`src/rtl/read_responder.sv`:
```
// Read target for the one-hot read initiator: captures an address on rd, holds ws for wait_cfg cycles, then returns mem[addr].
// Latency: data valid (rvalid) in cycle wait_cfg+1 after the edge that first samples rd in IDLE; rd_count/err update one edge after ds/rd drop.
// Backpressure: ws high stalls the initiator; completion requires a ds pulse with rd low, otherwise err is raised.
//
// Ports:
//   clk, rstn            clock and async active-low reset
//   rd, ds, addr,        initiator handshake: read strobe, done pulse, read address,
//   wait_cfg             and number of wait states for the read being started
//   ws, rdata, rvalid    wait flag, read data, read-data valid
//   we, waddr, wdata     array write port (accepted in any state)
//   err, err_clr         sticky protocol-error flag and its synchronous clear
//   rd_count             completed-read counter, wraps at 256
module read_responder #(
    parameter int ADDR_W = 4,
    parameter int DATA_W = 8,
    parameter int WAIT_W = 3
) (
    input  logic              clk,
    input  logic              rstn,
    input  logic              rd,
    input  logic              ds,
    input  logic [ADDR_W-1:0] addr,
    input  logic [WAIT_W-1:0] wait_cfg,
    output logic              ws,
    output logic [DATA_W-1:0] rdata,
    output logic              rvalid,
    input  logic              we,
    input  logic [ADDR_W-1:0] waddr,
    input  logic [DATA_W-1:0] wdata,
    output logic              err,
    input  logic              err_clr,
    output logic [7:0]        rd_count
);

    localparam int DEPTH = 1 << ADDR_W;

    typedef enum logic {
        IDLE = 1'b0,
        BUSY = 1'b1
    } state_t;

    state_t            state;
    logic [WAIT_W-1:0] cnt;
    logic [ADDR_W-1:0] addr_q;
    logic [DATA_W-1:0] mem [DEPTH];
    logic              err_set;

    // Any exit from BUSY other than ds with the wait count exhausted is a
    // protocol error: either an abort (ds low) or a premature done.
    assign err_set = (state == BUSY) && !rd && !(ds && (cnt == '0));

    // Outputs decode registered state only, so the initiator never sees a
    // combinational path from its own strobes back to ws.
    assign ws     = (state == BUSY) && (cnt != '0);
    assign rvalid = (state == BUSY) && (cnt == '0);

    // Register array. rdata is loaded in the other block from the pre-edge
    // contents, which gives read-before-write on a same-edge collision.
    always_ff @(posedge clk or negedge rstn) begin
        if (!rstn) begin
            for (int i = 0; i < DEPTH; i++) begin
                mem[i] <= '0;
            end
        end else if (we) begin
            mem[waddr] <= wdata;
        end
    end

    always_ff @(posedge clk or negedge rstn) begin
        if (!rstn) begin
            state    <= IDLE;
            cnt      <= '0;
            addr_q   <= '0;
            rdata    <= '0;
            err      <= 1'b0;
            rd_count <= '0;
        end else begin
            if (err_set) begin
                err <= 1'b1;
            end else if (err_clr) begin
                err <= 1'b0;
            end

            case (state)
                IDLE: begin
                    // ds while idle is deliberately ignored.
                    if (rd) begin
                        addr_q <= addr;
                        cnt    <= wait_cfg;
                        state  <= BUSY;
                        if (wait_cfg == '0) begin
                            rdata <= mem[addr];
                        end
                    end
                end
                BUSY: begin
                    if (rd) begin
                        // The initiator toggles between its READ and DELAY
                        // states while rd stays high; the count runs anyway.
                        if (cnt != '0) begin
                            cnt <= cnt - WAIT_W'(1);
                            if (cnt == WAIT_W'(1)) begin
                                rdata <= mem[addr_q];
                            end
                        end
                    end else begin
                        state <= IDLE;
                        if (ds && (cnt == '0)) begin
                            rd_count <= rd_count + 8'd1;
                        end
                    end
                end
                default: state <= IDLE;
            endcase
        end
    end

endmodule
```
`config.mk`:
```
export PLATFORM = sky130hd
export DESIGN_NAME = read_responder
export DESIGN_NICKNAME = d
export VERILOG_FILES = /design/src/rtl/read_responder.sv
export SDC_FILE = /design/constraint.sdc
export NUM_CORES = 1
export LEC_CHECK = 0
export ABC_AREA = 0
export CAP_MARGIN = 5
export CORE_ASPECT_RATIO = 2
export CORE_UTILIZATION = 41
export CTS_CLUSTER_DIAMETER = 40
export DETAILED_ROUTE_END_ITERATION = 6
export GPL_TIMING_DRIVEN = 0
export PLACE_DENSITY = 0.61
export SYNTH_ARGS = -nofsm -noshare
export SYNTH_HDL_FRONTEND = slang
export SYNTH_SLANG_ARGS = --single-unit
```
`constraint.sdc`:
```
create_clock -name clk -period 1.7 [get_ports clk]
set_input_delay 0.51 -clock clk [delete_from_list [all_inputs] [get_ports clk]]
set_output_delay 0.51 -clock clk [all_outputs]
set_load 0.01 [all_outputs]
```
==> insert_results.sql, run 1 <==
INSERT INTO impl_metrics (metric_group, metric, value, unit) VALUES
('critical_path', 'critical_path.endpoint_type', 'output port', ''),
('pwr', 'power_density_over_the_cells', '1234', 'nW/um^2'),
('placed_design', 'place.gp.congestion', '0.9144', ''),
('logic_synthesis', 'yosys_warnings', '0', ''),
('finish', 'finalInstanceArea', '10720', 'sq um'),
('critical_path', 'rr_startpoint', 'cnt[1]$_DFFE_PN0P_', ''),
('logic_synthesis', 'ys_top_cells_by_area', 'sky130_fd_sc_hd__dfrtp_1 (46%), sky130_fd_sc_hd__mux2_2 (20%), sky130_fd_sc_hd__mux4_2 (7.3%), sky130_fd_sc_hd__mux2i_1 (7.1%), sky130_fd_sc_hd__mux4_1 (1.6%)', ''),
('critical_path', 'cp_max_fo', '3', ''),
('logic_synthesis', 'avgSynthCellArea', '13.93', 'sq um'),
('status', 'violations', 'setup timing', ''),
('logic_synthesis', 'most_area_hungry_cell_type_in_the_yosys_netlist', 'sky130_fd_sc_hd__dfrtp_1', ''),
('critical_path', 'crit_required', '1.19', 'ns'),
('global_routing', 'grt-ovfl-total', '0', ''),
('placed_design', 'dpl-instance-area', '9126', 'sq um'),
('timing', 'max_freq', '522.3', 'MHz'),
('logic_synthesis', 'postSynth.asyncResetShare', '100.0', '%'),
('critical_path', 'timing.setup.critical_path_class', 'reg -> out', ''),
('critical_path', 'timing.critical_path.from', 'cnt[1]$_DFFE_PN0P_', ''),
('routing', 'vias_per_inst', '5.870', ''),
('die', 'row_count', '73', ''),
('die', 'initial_utilization', '41.96', '%'),
('global_routing', 'grtUsageTotal', '26.13', '%'),
('hold_path', 'hold_path.class', 'in -> async', ''),
('logic_synthesis', 'number_of_enable_type_register_cells_in_the_synthesized_netlist', '0', ''),
('job', 'maxCapViolCount', '0', ''),
('logic_synthesis', 'netlist_area', '8356', 'sq um'),
('clocking', 'cts_max_path_buffers', '2', ''),
('routing', 'remaining_routing_drc_violations', '0', ''),
('global_routing', 'first_global_vias', '6367', ''),
('status', 'run_status', 'finished, violations left', ''),
('global_routing', 'first_pass_grt_wire_length', '38.47', 'mm'),
('timing', 'rsz0062_at_grt', 'true', ''),
('finish', 'antenna_cells', '0', ''),
('routing', 'final_antenna_net_count', '0', ''),
('clocking', 'cts.sink_count', '153', ''),
('clocking', 'hold_buffers', '0', ''),
('routing', 'route.detailed.wl_per_inst', '26.22', 'microns'),
('finish', 'finish.utilization', '53.85', '%'),
('finish', 'syn_to_final_growth', '28.33', '%'),
('routing', 'first_iter_violations', '199', ''),
('finish', 'drive_gt1_share', '51.94', '%'),
('timing', 'period_share', '112.6', '%'),
('global_routing', 'antenna_found_initial', '0', ''),
('critical_path', 'reg2reg_depth', '10', ''),
('die', 'io_pins', '44', ''),
('placed_design', 'total_instance_count_after_detailed_placement', '901', ''),
('die', 'fp.dieW', '102.9', 'microns'),
('logic_synthesis', 'synth.ff_latch_count', '153', ''),
('logic_synthesis', 'syn-instance-count', '600', ''),
('timing', 'setup_viol_count_final', '14', ''),
('logic_synthesis', 'synthDistinctLibCells', '52', ''),
('die', 'core_region_area', '19910', 'sq um'),
('critical_path', 'critPathArrivalTime', '1.40', 'ns'),
('global_routing', 'grt_start_max_net_pins', '102', ''),
('routing', 'drt-total-wl', '25.75', 'mm'),
('finish', 'nNetsFinal', '737', ''),
('timing', 'slew-limit-headroom', '55.17', '%'),
('timing', 'worst_pin_slew', '0.6725', 'ns'),
('critical_path', 'start_kind', 'flop', ''),
('timing', 'final.setup_skew', '0.004555', 'ns'),
('die', 'dieArea', '20990', 'sq um'),
('logic_synthesis', 'ys.flop_type', 'sky130_fd_sc_hd__dfrtp_1', ''),
('timing', 'setup_ws_post_layout', '-0.2145', 'ns'),
('timing', 'finalMaxSlewViolations', '0', ''),
('pwr', 'ir_worst_vdd', '0.0007350', 'V'),
('clocking', 'numCtsBuffers', '17', ''),
('routing', 'vias', '5764', ''),
('routing', 'drt_pass1_iterations', '4', ''),
('logic_synthesis', 'yosys.area.top_type_share', '45.82', '%'),
('clocking', 'clock-root-buffer', 'sky130_fd_sc_hd__clkbuf_16', ''),
('placed_design', 'hpwlAfterDp', '18.34', 'mm');
## logic make-up (layout without fill, tap and decap cells)
group | after synthesis | after routing | synth area share (%)
simple gates | 81 | 81 | 6.035
compound gates | 65 | 65 | 6.125
xor+xnor | 7 | 7 | 0.7338
buf+inv | 44 | 164 | 3.519
flops | 153 | 153 | 45.82
mux | 246 | 246 | 37.17
fa+ha+maj | 4 | 4 | 0.5990
## final timing paths
path                                                end  slack (ns)
worst max-delay path                                 ws       -0.21
worst min-delay path                mem[11]$_DFFE_PN0P_        0.02
worst max register to register     rdata[6]$_DFFE_PN0P_       -0.13
worst min register to register  rd_count[7]$_DFFE_PN0P_        0.47
max in group asynchronous               state$_DFF_PN0_        0.78
min in group clk                        state$_DFF_PN0_        0.37
## sequential cells by signal, indices dropped and copies added, names as in the netlist
register / flops
mem: 128
rd_count: 8
rdata: 8
addr_q: 4
cnt: 3
err: 1
state: 1
## Yosys cell counts (6+ instances only)
cell	n
sky130_fd_sc_hd__mux4_2	27
sky130_fd_sc_hd__o21ai_0	8
sky130_fd_sc_hd__nor2_1	17
sky130_fd_sc_hd__nor3_2	7
sky130_fd_sc_hd__buf_2	9
sky130_fd_sc_hd__a22o_1	8
sky130_fd_sc_hd__mux2_4	8
sky130_fd_sc_hd__o22ai_1	18
sky130_fd_sc_hd__nand2_1	8
sky130_fd_sc_hd__a221oi_2	8
sky130_fd_sc_hd__nand3_1	8
sky130_fd_sc_hd__dfrtp_1	153
sky130_fd_sc_hd__buf_6	7
sky130_fd_sc_hd__buf_4	8
sky130_fd_sc_hd__nand2b_1	10
sky130_fd_sc_hd__mux2i_1	59
sky130_fd_sc_hd__nor2_2	6
sky130_fd_sc_hd__a211oi_1	13
sky130_fd_sc_hd__mux2_2	146
sky130_fd_sc_hd__clkbuf_1	10
## power by group
group          total, mW  internal, mW  switching [mW]  leakage (nW)
logic               4.07          2.25            1.82          2.44
clock network       3.94          2.45            1.49         0.292
registers           5.23          4.51           0.711          1.87
total               13.2          9.22            4.02          4.61
## metal layers
metal	GRT usage [%]	up-vias	routed length, microns
li1	-	2501	-
met5	0	-	0
met4	21.58	0	2383
met2	44.83	179	13430
met3	5.814	88	1190
met1	26.15	2996	8746
## worst max-delay path, stage by stage, from the launching register on
cell	delay, ns
sky130_fd_sc_hd__dfrtp_1	0.41
sky130_fd_sc_hd__inv_2	0.11
sky130_fd_sc_hd__ha_4	0.15
sky130_fd_sc_hd__nand2b_4	0.06
sky130_fd_sc_hd__and2_4	0.13
sky130_fd_sc_hd__buf_6	0.11
## final cells by class
class,instances,area [sq um]
timing repair buffer,92,957.2
fill,1724,9189
clock inverter,7,115.1
clock buffer,24,491.7
inverter,5,18.77
multi-input combinational,403,4617
tap,262,327.8
sequential,153,3832
buffer,36,362.8
## per-stage QoR
stage	hold WS, ns	total power, mW	setup slack, ns
final	0.01568	13.24	-0.2145
after global routing	0.06041	13.76	-0.2525
after CTS	0.04121	13.04	-0.2204
after detailed placement	0.4774	8.722	-0.9959
after global placement	0.4554	8.564	-5.900
after floorplan	0.2144	7.372	-0.04748
## cell usage in the layout (no fill, tap or decap), drive strengths merged, types with 5 or more instances in the layout
| cell type | count |
|---|---|
| a211oi | 14 |
| nand3 | 8 |
| o22ai | 18 |
| o21ai | 9 |
| a221oi | 8 |
| mux2 | 155 |
| clkdlybuf4s50 | 14 |
| mux4 | 32 |
| buf | 82 |
| dfrtp | 153 |
| a22o | 8 |
| nor3 | 10 |
| mux2i | 59 |
| nand2 | 10 |
| nand2b | 10 |
| dlygate4sd2 | 20 |
| nor2 | 23 |
| clkbuf | 35 |
| inv | 5 |
## timing repair
item / CTS / global route
buffers inserted: 42 / 10
pin swaps: 26 / 17
cloned: 1 / 0
endpoints found under the setup margin: 161 / 100
resized for setup: 103 / 33
(Power assumes the default switching activity.)
==> run 2, diff against run 1 <==
--- a/config.mk
+++ b/config.mk
@@ -7,12 +7,14 @@
 export LEC_CHECK = 0
 export ABC_AREA = 0
 export CAP_MARGIN = 5
+export CELL_PAD_IN_SITES_DETAIL_PLACEMENT = 1
+export CELL_PAD_IN_SITES_GLOBAL_PLACEMENT = 1
 export CORE_ASPECT_RATIO = 2
 export CORE_UTILIZATION = 41
 export CTS_CLUSTER_DIAMETER = 40
 export DETAILED_ROUTE_END_ITERATION = 6
 export GPL_TIMING_DRIVEN = 0
-export PLACE_DENSITY = 0.61
+export PLACE_DENSITY = 0.71
 export SYNTH_ARGS = -nofsm -noshare
 export SYNTH_HDL_FRONTEND = slang
 export SYNTH_SLANG_ARGS = --single-unit
==> run 2 against run 1 <==
Compared with the run above: the run still ends with setup timing left; non-clock buffer count down 10; first-iteration DRC count up 8.0%; maximum frequency about the same; sequential share of layout area up 0.95 points; wire length up 0.63%; clock skew up 0.0046 ns; clock power up 3%; via count down 0.29%; cell count down 0.92%; hold slack better by 0.050 ns; critical path type unchanged; critical endpoint is now rvalid.
==> insert_results.sql, run 2 (synthesized netlist as in run 1, its figures left out) <==
INSERT INTO impl_metrics (metric_group, metric, value, unit) VALUES
('critical_path', 'cp_max_fo', '3', ''),
('finish', 'layout.cells.most_common', 'sky130_fd_sc_hd__dfrtp_1', ''),
('critical_path', 'timing.critical_path.from', 'cnt[0]$_DFFE_PN0P_', ''),
('clocking', 'cts_max_path_buffers', '2', ''),
('finish', 'largest_register_ffs', '128', ''),
('finish', 'mostFrequentLayoutCells', 'sky130_fd_sc_hd__dfrtp_1 (150), sky130_fd_sc_hd__mux2_2 (146), sky130_fd_sc_hd__mux2i_1 (58)', ''),
('global_routing', 'antenna_found_initial', '0', ''),
('pwr', 'report.power.total', '12.98', 'mW'),
('timing', 'timing.final.crit_period', '1.914', 'ns'),
('routing', 'vias_per_inst', '5.906', ''),
('die', 'die_y', '203.9', 'microns'),
('timing', 'setup_ws_post_layout', '-0.2140', 'ns'),
('finish', 'antenna_cells', '0', ''),
('finish', 'top_regs', 'mem: 128 flops, rd_count: 8 flops, rdata: 8 flops', ''),
('critical_path', 'critical_path.endpoint_type', 'output port', ''),
('global_routing', 'first_pass_grt_wire_length', '39.19', 'mm'),
('timing', 'max_freq', '522.5', 'MHz'),
('clocking', 'cts.sink_count', '153', ''),
('status', 'violations', 'setup timing', ''),
('timing', 'finalMaxSlewViolations', '0', ''),
('timing', 'slew-limit-headroom', '59.68', '%'),
('clocking', 'clk_pin_slew', '0.06', 'ns'),
('critical_path', 'start_kind', 'flop', ''),
('routing', 'route.detailed.wl_per_inst', '26.63', 'microns'),
('critical_path', 'worst-r2r-setup-slack', '-0.14', 'ns'),
('critical_path', 'crit_required', '1.19', 'ns'),
('hold_path', 'hold_path.class', 'in -> async', ''),
('clocking', 'hold_buffers', '0', ''),
('timing', 'period_share', '112.6', '%'),
('die', 'fp.dieW', '102.9', 'microns'),
('placed_design', 'buffer_ports.inserted', '38', ''),
('clocking', 'numCtsBuffers', '17', ''),
('timing', 'setup_viol_count_final', '14', ''),
('routing', 'drt-total-wl', '25.91', 'mm'),
('critical_path', 'reg2reg_depth', '9', ''),
('timing', 'rsz0062_at_grt', 'true', ''),
('die', 'io_pins', '44', ''),
('clocking', 'tritoncts_clock_tree', 'built', ''),
('critical_path', 'critical_path.endpoint', 'rvalid', ''),
('routing', 'final_antenna_net_count', '0', ''),
('critical_path', 'regToRegEndpoint', 'rdata[7]$_DFFE_PN0P_', ''),
('finish', 'final_cell_count_no_fill', '973', ''),
('placed_design', 'total_instance_count_after_detailed_placement', '901', ''),
('finish', 'syn_to_final_growth', '25.01', '%'),
('clocking', 'clk-insertion-delay-late', '0.44', 'ns'),
('global_routing', 'first_global_vias', '6462', ''),
('global_routing', 'grt-ovfl-total', '0', ''),
('status', 'run_status', 'finished, violations left', ''),
('timing', 'worst_pin_slew', '0.6047', 'ns'),
('finish', 'nNetsFinal', '727', ''),
('global_routing', 'grt_start_max_net_pins', '92', ''),
('timing', 'finalHoldViolations', '0', ''),
('pwr', 'ir_worst_vdd', '0.0005740', 'V'),
('routing', 'remaining_routing_drc_violations', '0', ''),
('finish', 'drive_gt1_share', '49.65', '%'),
('die', 'core_region_area', '19910', 'sq um'),
('routing', 'first_iter_violations', '215', ''),
('die', 'initial_utilization', '41.96', '%'),
('die', 'dieArea', '20990', 'sq um'),
('pwr', 'static-leakage-power', '4.507', 'nW'),
('pwr', 'power_density_over_the_cells', '1243', 'nW/um^2'),
('critical_path', 'rr_startpoint', 'cnt[0]$_DFFE_PN0P_', ''),
('job', 'maxCapViolCount', '0', ''),
('timing', 'final.setup_skew', '0.009128', 'ns'),
('placed_design', 'place.gp.congestion', '0.8531', ''),
('critical_path', 'timing.setup.critical_path_class', 'reg -> out', ''),
('placed_design', 'hpwlAfterDp', '18.14', 'mm'),
('routing', 'vias', '5747', ''),
('critical_path', 'critPathArrivalTime', '1.40', 'ns'),
('die', 'row_count', '73', ''),
('routing', 'drt_pass1_iterations', '5', ''),
('clocking', 'clock-root-buffer', 'sky130_fd_sc_hd__clkbuf_16', ''),
('global_routing', 'grtUsageTotal', '26.31', '%'),
('finish', 'registers.top_by_ff_count', 'mem', ''),
('clocking', 'htree_num_levels', '4', '');
-- run 2: changes by cell type in the layout (fill, tap and decap cells not counted), moves of 3 or more --
cell	previous run	this run
sky130_fd_sc_hd__a221oi_4	7	0
sky130_fd_sc_hd__buf_6	16	13
sky130_fd_sc_hd__a221oi_2	1	8
sky130_fd_sc_hd__clkinv_2	2	6
sky130_fd_sc_hd__buf_4	42	38
sky130_fd_sc_hd__clkbuf_2	5	1
-- run 2: critical path, stage by stage (launching register included) --
cell and delay [ns]:
sky130_fd_sc_hd__dfrtp_1 0.41, sky130_fd_sc_hd__inv_2 0.10, sky130_fd_sc_hd__ha_4 0.16, sky130_fd_sc_hd__nand2b_4 0.06
sky130_fd_sc_hd__nor2_1 0.10, sky130_fd_sc_hd__buf_2 0.15
-- run 2: repair_timing --
action                     CTS  global route
buffers inserted            33             9
setup endpoints to repair  161            53
resized for setup           74            27
pin swaps                   18            15
-- run 2: area by class of cell --
class / instances / area [sq um]
sequential: 153 / 3832
clock buffer: 19 / 452.9
multi-input combinational: 403 / 4468
clock inverter: 13 / 175.2
buffer: 37 / 344.1
timing repair buffer: 81 / 825.8
inverter: 5 / 18.77
fill: 2008 / 9467
tap: 262 / 327.8
-- run 2: metrics by stage --
step / setup TNS (ns) / instance area [sq um] / hold WS, ns / setup WS, ns / utilization (%)
final: -1.508 / 10450 / 0.06575 / -0.2140 / 52.46
after global routing: -2.434 / 10450 / 0.1030 / -0.2722 / 52.46
after CTS: -0.3931 / 10270 / 0.08044 / -0.2020 / 51.57
after detailed placement: -108.77 / 9126 / 0.4724 / -1.090 / 45.83
after global placement: -973.63 / 9097 / 0.4624 / -5.721 / 45.69
after floorplan: -0.2338 / 8389 / 0.2144 / -0.04748 / -
-- run 2: worst min-delay path by stage --
| stage | from | end | slack (ns) | cells past startpoint |
|---|---|---|---|---|
| 2_1_floorplan | rstn | addr_q[0]$_DFFE_PN0P_ | 0.21 | 0 |
| 3_3_place_gp | rd_count[7]$_DFFE_PN0P_ | rd_count[7]$_DFFE_PN0P_ | 0.46 | 1 |
| 3_5_place_dp | rd_count[7]$_DFFE_PN0P_ | rd_count[7]$_DFFE_PN0P_ | 0.47 | 1 |
| 4_1_cts | rstn | mem[11]$_DFFE_PN0P_ | 0.08 | 1 |
| 5_1_grt | rstn | mem[0]$_DFFE_PN0P_ | 0.10 | 1 |
| 6_report | rstn | mem[81]$_DFFE_PN0P_ | 0.07 | 1 |
-- run 2: power breakdown --
group          switching, mW  internal (mW)  leakage [nW]
logic                   1.62           2.06          2.32
clock network           1.55           2.52         0.312
registers              0.713           4.51          1.87
-- run 2: routing by layer --
metal	GRT usage (%)	vias up	share of wire, %
met4	14.29	0	5.1
met5	0	-	0
met1	28.55	3023	37
met3	4.480	81	2.9
li1	-	2487	-
met2	47.29	156	55
==> run 3, diff against run 2 <==
--- a/config.mk
+++ b/config.mk
@@ -15,6 +15,7 @@
 export DETAILED_ROUTE_END_ITERATION = 6
 export GPL_TIMING_DRIVEN = 0
 export PLACE_DENSITY = 0.71
+export SLEW_MARGIN = 20
 export SYNTH_ARGS = -nofsm -noshare
 export SYNTH_HDL_FRONTEND = slang
 export SYNTH_SLANG_ARGS = --single-unit
==> run 3 against run 2 <==
Compared with the run above: hold slack got worse by 0.062 ns; die area stayed put; first-iteration DRC count grew 6.5%; highest routed layer unchanged; clock-buffer cell count did not move; design area up 0.44%; register-to-register slack barely moved; clock skew decreased by 0.0039 ns; cell count grew 0.10%; non-clock buffer count up 1; the run still ends with setup timing left; wire length rose by 1.3%; sequential cell count unchanged; core utilization is 0.23 points higher.
==> insert_results.sql, run 3 (synthesized netlist as in run 1, its figures left out) <==
INSERT INTO impl_metrics (metric_group, metric, value, unit) VALUES
('global_routing', 'first_pass_grt_wire_length', '40.19', 'mm'),
('clocking', 'cts_max_path_buffers', '2', ''),
('critical_path', 'critical_path.endpoint_type', 'output port', ''),
('die', 'core_region_area', '19910', 'sq um'),
('critical_path', 'critical_path.slowest_cell', 'sky130_fd_sc_hd__dfrtp_1', ''),
('die', 'dieArea', '20990', 'sq um'),
('finish', 'nNetsFinal', '728', ''),
('routing', 'route.detailed.wl_per_inst', '26.94', 'microns'),
('finish', 'finish.utilization', '52.69', '%'),
('critical_path', 'critical_path.cell_chain', 'inv_2 -> ha_4 -> nand2b_4 -> and2_4 -> buf_6', ''),
('routing', 'routedLengthMet1', '9.248', 'mm'),
('global_routing', 'grt_start_max_net_pins', '92', ''),
('pwr', 'ir_worst_vdd', '0.0007122', 'V'),
('finish', 'drive_gt1_share', '48.74', '%'),
('timing', 'slew-limit-headroom', '54.27', '%'),
('finish', 'filler_cell_count', '2003', ''),
('placed_design', 'place.gp.congestion', '0.8531', ''),
('routing', 'wl_met3', '902', 'microns'),
('pwr', 'power_density_over_the_cells', '1249', 'nW/um^2'),
('critical_path', 'worstPathBufferInverterCount', '2', ''),
('hold_path', 'hold_path.class', 'in -> async', ''),
('finish', 'finalInstanceArea', '10490', 'sq um'),
('clocking', 'htree_num_levels', '4', ''),
('die', 'die_y', '203.9', 'microns'),
('finish', 'registers.top_by_ff_count', 'mem', ''),
('routing', 'routed.top_layer', 'met4', ''),
('timing', 'timing.final.crit_period', '1.898', 'ns'),
('job', 'maxCapViolCount', '0', ''),
('clocking', 'clock-root-buffer', 'sky130_fd_sc_hd__clkbuf_16', ''),
('global_routing', 'grtUsageTotal', '27.14', '%'),
('placed_design', 'hpwlAfterDp', '18.13', 'mm'),
('clocking', 'hold_buffers', '0', ''),
('finish', 'mostFrequentLayoutCells', 'sky130_fd_sc_hd__dfrtp_1 (152), sky130_fd_sc_hd__mux2_2 (146), sky130_fd_sc_hd__mux2i_1 (57)', ''),
('placed_design', 'dpl-instance-area', '9130', 'sq um'),
('die', 'initial_utilization', '41.96', '%'),
('timing', 'setup_ws_post_layout', '-0.1983', 'ns'),
('timing', 'setup_viol_count_final', '14', ''),
('routing', 'drt_pass1_iterations', '5', ''),
('routing', 'final_antenna_net_count', '0', ''),
('critical_path', 'timing.setup.critical_path_class', 'reg -> out', ''),
('clocking', 'clk_pin_slew', '0.06', 'ns'),
('status', 'run_status', 'finished, violations left', ''),
('finish', 'antenna_cells', '0', ''),
('global_routing', 'antenna_found_initial', '0', ''),
('routing', 'vias_per_inst', '5.885', ''),
('routing', 'drt-total-wl', '26.24', 'mm'),
('global_routing', 'grt-ovfl-total', '0', ''),
('routing', 'detailroute.wirelength.met2', '14.63', 'mm'),
('timing', 'finalHoldViolations', '0', ''),
('finish', 'multi_input_area', '4431', 'sq um'),
('routing', 'remaining_routing_drc_violations', '0', ''),
('finish', 'layout.cells.most_common', 'sky130_fd_sc_hd__dfrtp_1', ''),
('routing', 'vias', '5732', ''),
('placed_design', 'buffer_ports.inserted', '38', ''),
('finish', 'layout.area.seq', '3830', 'sq um'),
('finish', 'largest_register_ffs', '128', ''),
('pwr', 'static-leakage-power', '4.515', 'nW'),
('clocking', 'clk-insertion-delay-late', '0.44', 'ns'),
('clocking', 'tritoncts_clock_tree', 'built', ''),
('critical_path', 'cp_max_fo', '3', ''),
('timing', 'rsz0062_at_grt', 'true', ''),
('clocking', 'numCtsBuffers', '17', ''),
('routing', 'first_iter_violations', '229', ''),
('timing', 'max_freq', '526.8', 'MHz'),
('finish', 'top_regs', 'mem: 128 flops, rd_count: 8 flops, rdata: 8 flops', ''),
('die', 'fp.dieW', '102.9', 'microns'),
('clocking', 'cts.sink_count', '153', ''),
('critical_path', 'critPathTopFamily', 'flip-flops', ''),
('critical_path', 'critPathArrivalTime', '1.39', 'ns'),
('timing', 'worst_pin_slew', '0.6829', 'ns'),
('critical_path', 'crit_required', '1.19', 'ns'),
('timing', 'final.setup_skew', '0.005255', 'ns'),
('status', 'violations', 'setup timing', ''),
('timing', 'period_share', '111.7', '%'),
('global_routing', 'first_global_vias', '6582', ''),
('finish', 'syn_to_final_growth', '25.56', '%'),
('timing', 'finalMaxSlewViolations', '0', ''),
('die', 'io_pins', '44', ''),
('die', 'row_count', '73', ''),
('critical_path', 'crit_path_max_incr_delay', '0.40', 'ns'),
('critical_path', 'start_kind', 'flop', '');
[run 3: cell count changes in the layout (fill, tap and decap cells not counted), moves of 3 or more]
cell,before,now
sky130_fd_sc_hd__buf_4,38,35
sky130_fd_sc_hd__o22ai_2,5,1
sky130_fd_sc_hd__o22ai_1,13,17
sky130_fd_sc_hd__a211oi_1,8,11
sky130_fd_sc_hd__buf_12,14,17
sky130_fd_sc_hd__a211oi_2,6,3
[run 3: per-layer routing]
layer | GRT usage (%) | vias to the layer above
li1 | - | 2495
met1 | 28.70 | 2991
met2 | 48.71 | 165
met3 | 5.130 | 81
met4 | 15.79 | 0
met5 | 0 | -
[run 3: final timing paths]
check                                         from                       to  slack, ns  depth (start not counted)
max                             cnt[0]$_DFFE_PN0P_                       ws      -0.20                          5
min in group clk                                rd          state$_DFF_PN0_       0.38                          1
max in group asynchronous                     rstn          state$_DFF_PN0_       0.79                          2
min                                           rstn      mem[81]$_DFFE_PN0P_      0.004                          1
min reg2reg                rd_count[7]$_DFFE_PN0P_  rd_count[7]$_DFFE_PN0P_       0.46                          1
max reg2reg                     cnt[1]$_DFFE_PN0P_     rdata[7]$_DFFE_PN0P_      -0.15                          9
[run 3: metrics by stage]
stage | power, mW | hold WS, ns | worst slack (ns) | TNS (ns) | cells
after floorplan | 7.372 | 0.2144 | -0.04748 | -0.2338 | 600
after global placement | 8.352 | 0.4624 | -5.721 | -973.63 | 900
after detailed placement | 8.635 | 0.4724 | -1.090 | -108.51 | 901
after CTS | 13.12 | 0.01997 | -0.2093 | -0.4026 | 966
after global routing | 13.63 | 0.03980 | -0.2481 | -2.325 | 974
final | 13.10 | 0.003632 | -0.1983 | -1.402 | 974
[run 3: repair_timing]
| item | 4_1_cts | 5_1_grt |
|---|---|---|
| setup endpoints to repair | 161 | 46 |
| pin swaps | 19 | 8 |
| hold endpoints to repair | 0 | 0 |
| gates resized for setup | 83 | 10 |
| gates cloned | 1 | 0 |
| setup buffers | 34 | 8 |
[run 3: area by class of cell]
class	instances	area share (%)
inverters	5	0.1789
multi-input cells	403	42.23
repair buffers	82	8.491
clock inverters	13	1.896
well taps	262	3.125
plain buffers	37	3.256
flip-flops and latches	153	36.51
clock buffers	19	4.317
[run 3: power breakdown]
group          internal [mW]  switching (mW)
Combinational           2.04            1.63
Clock                   2.67            1.55
Sequential              4.51           0.704
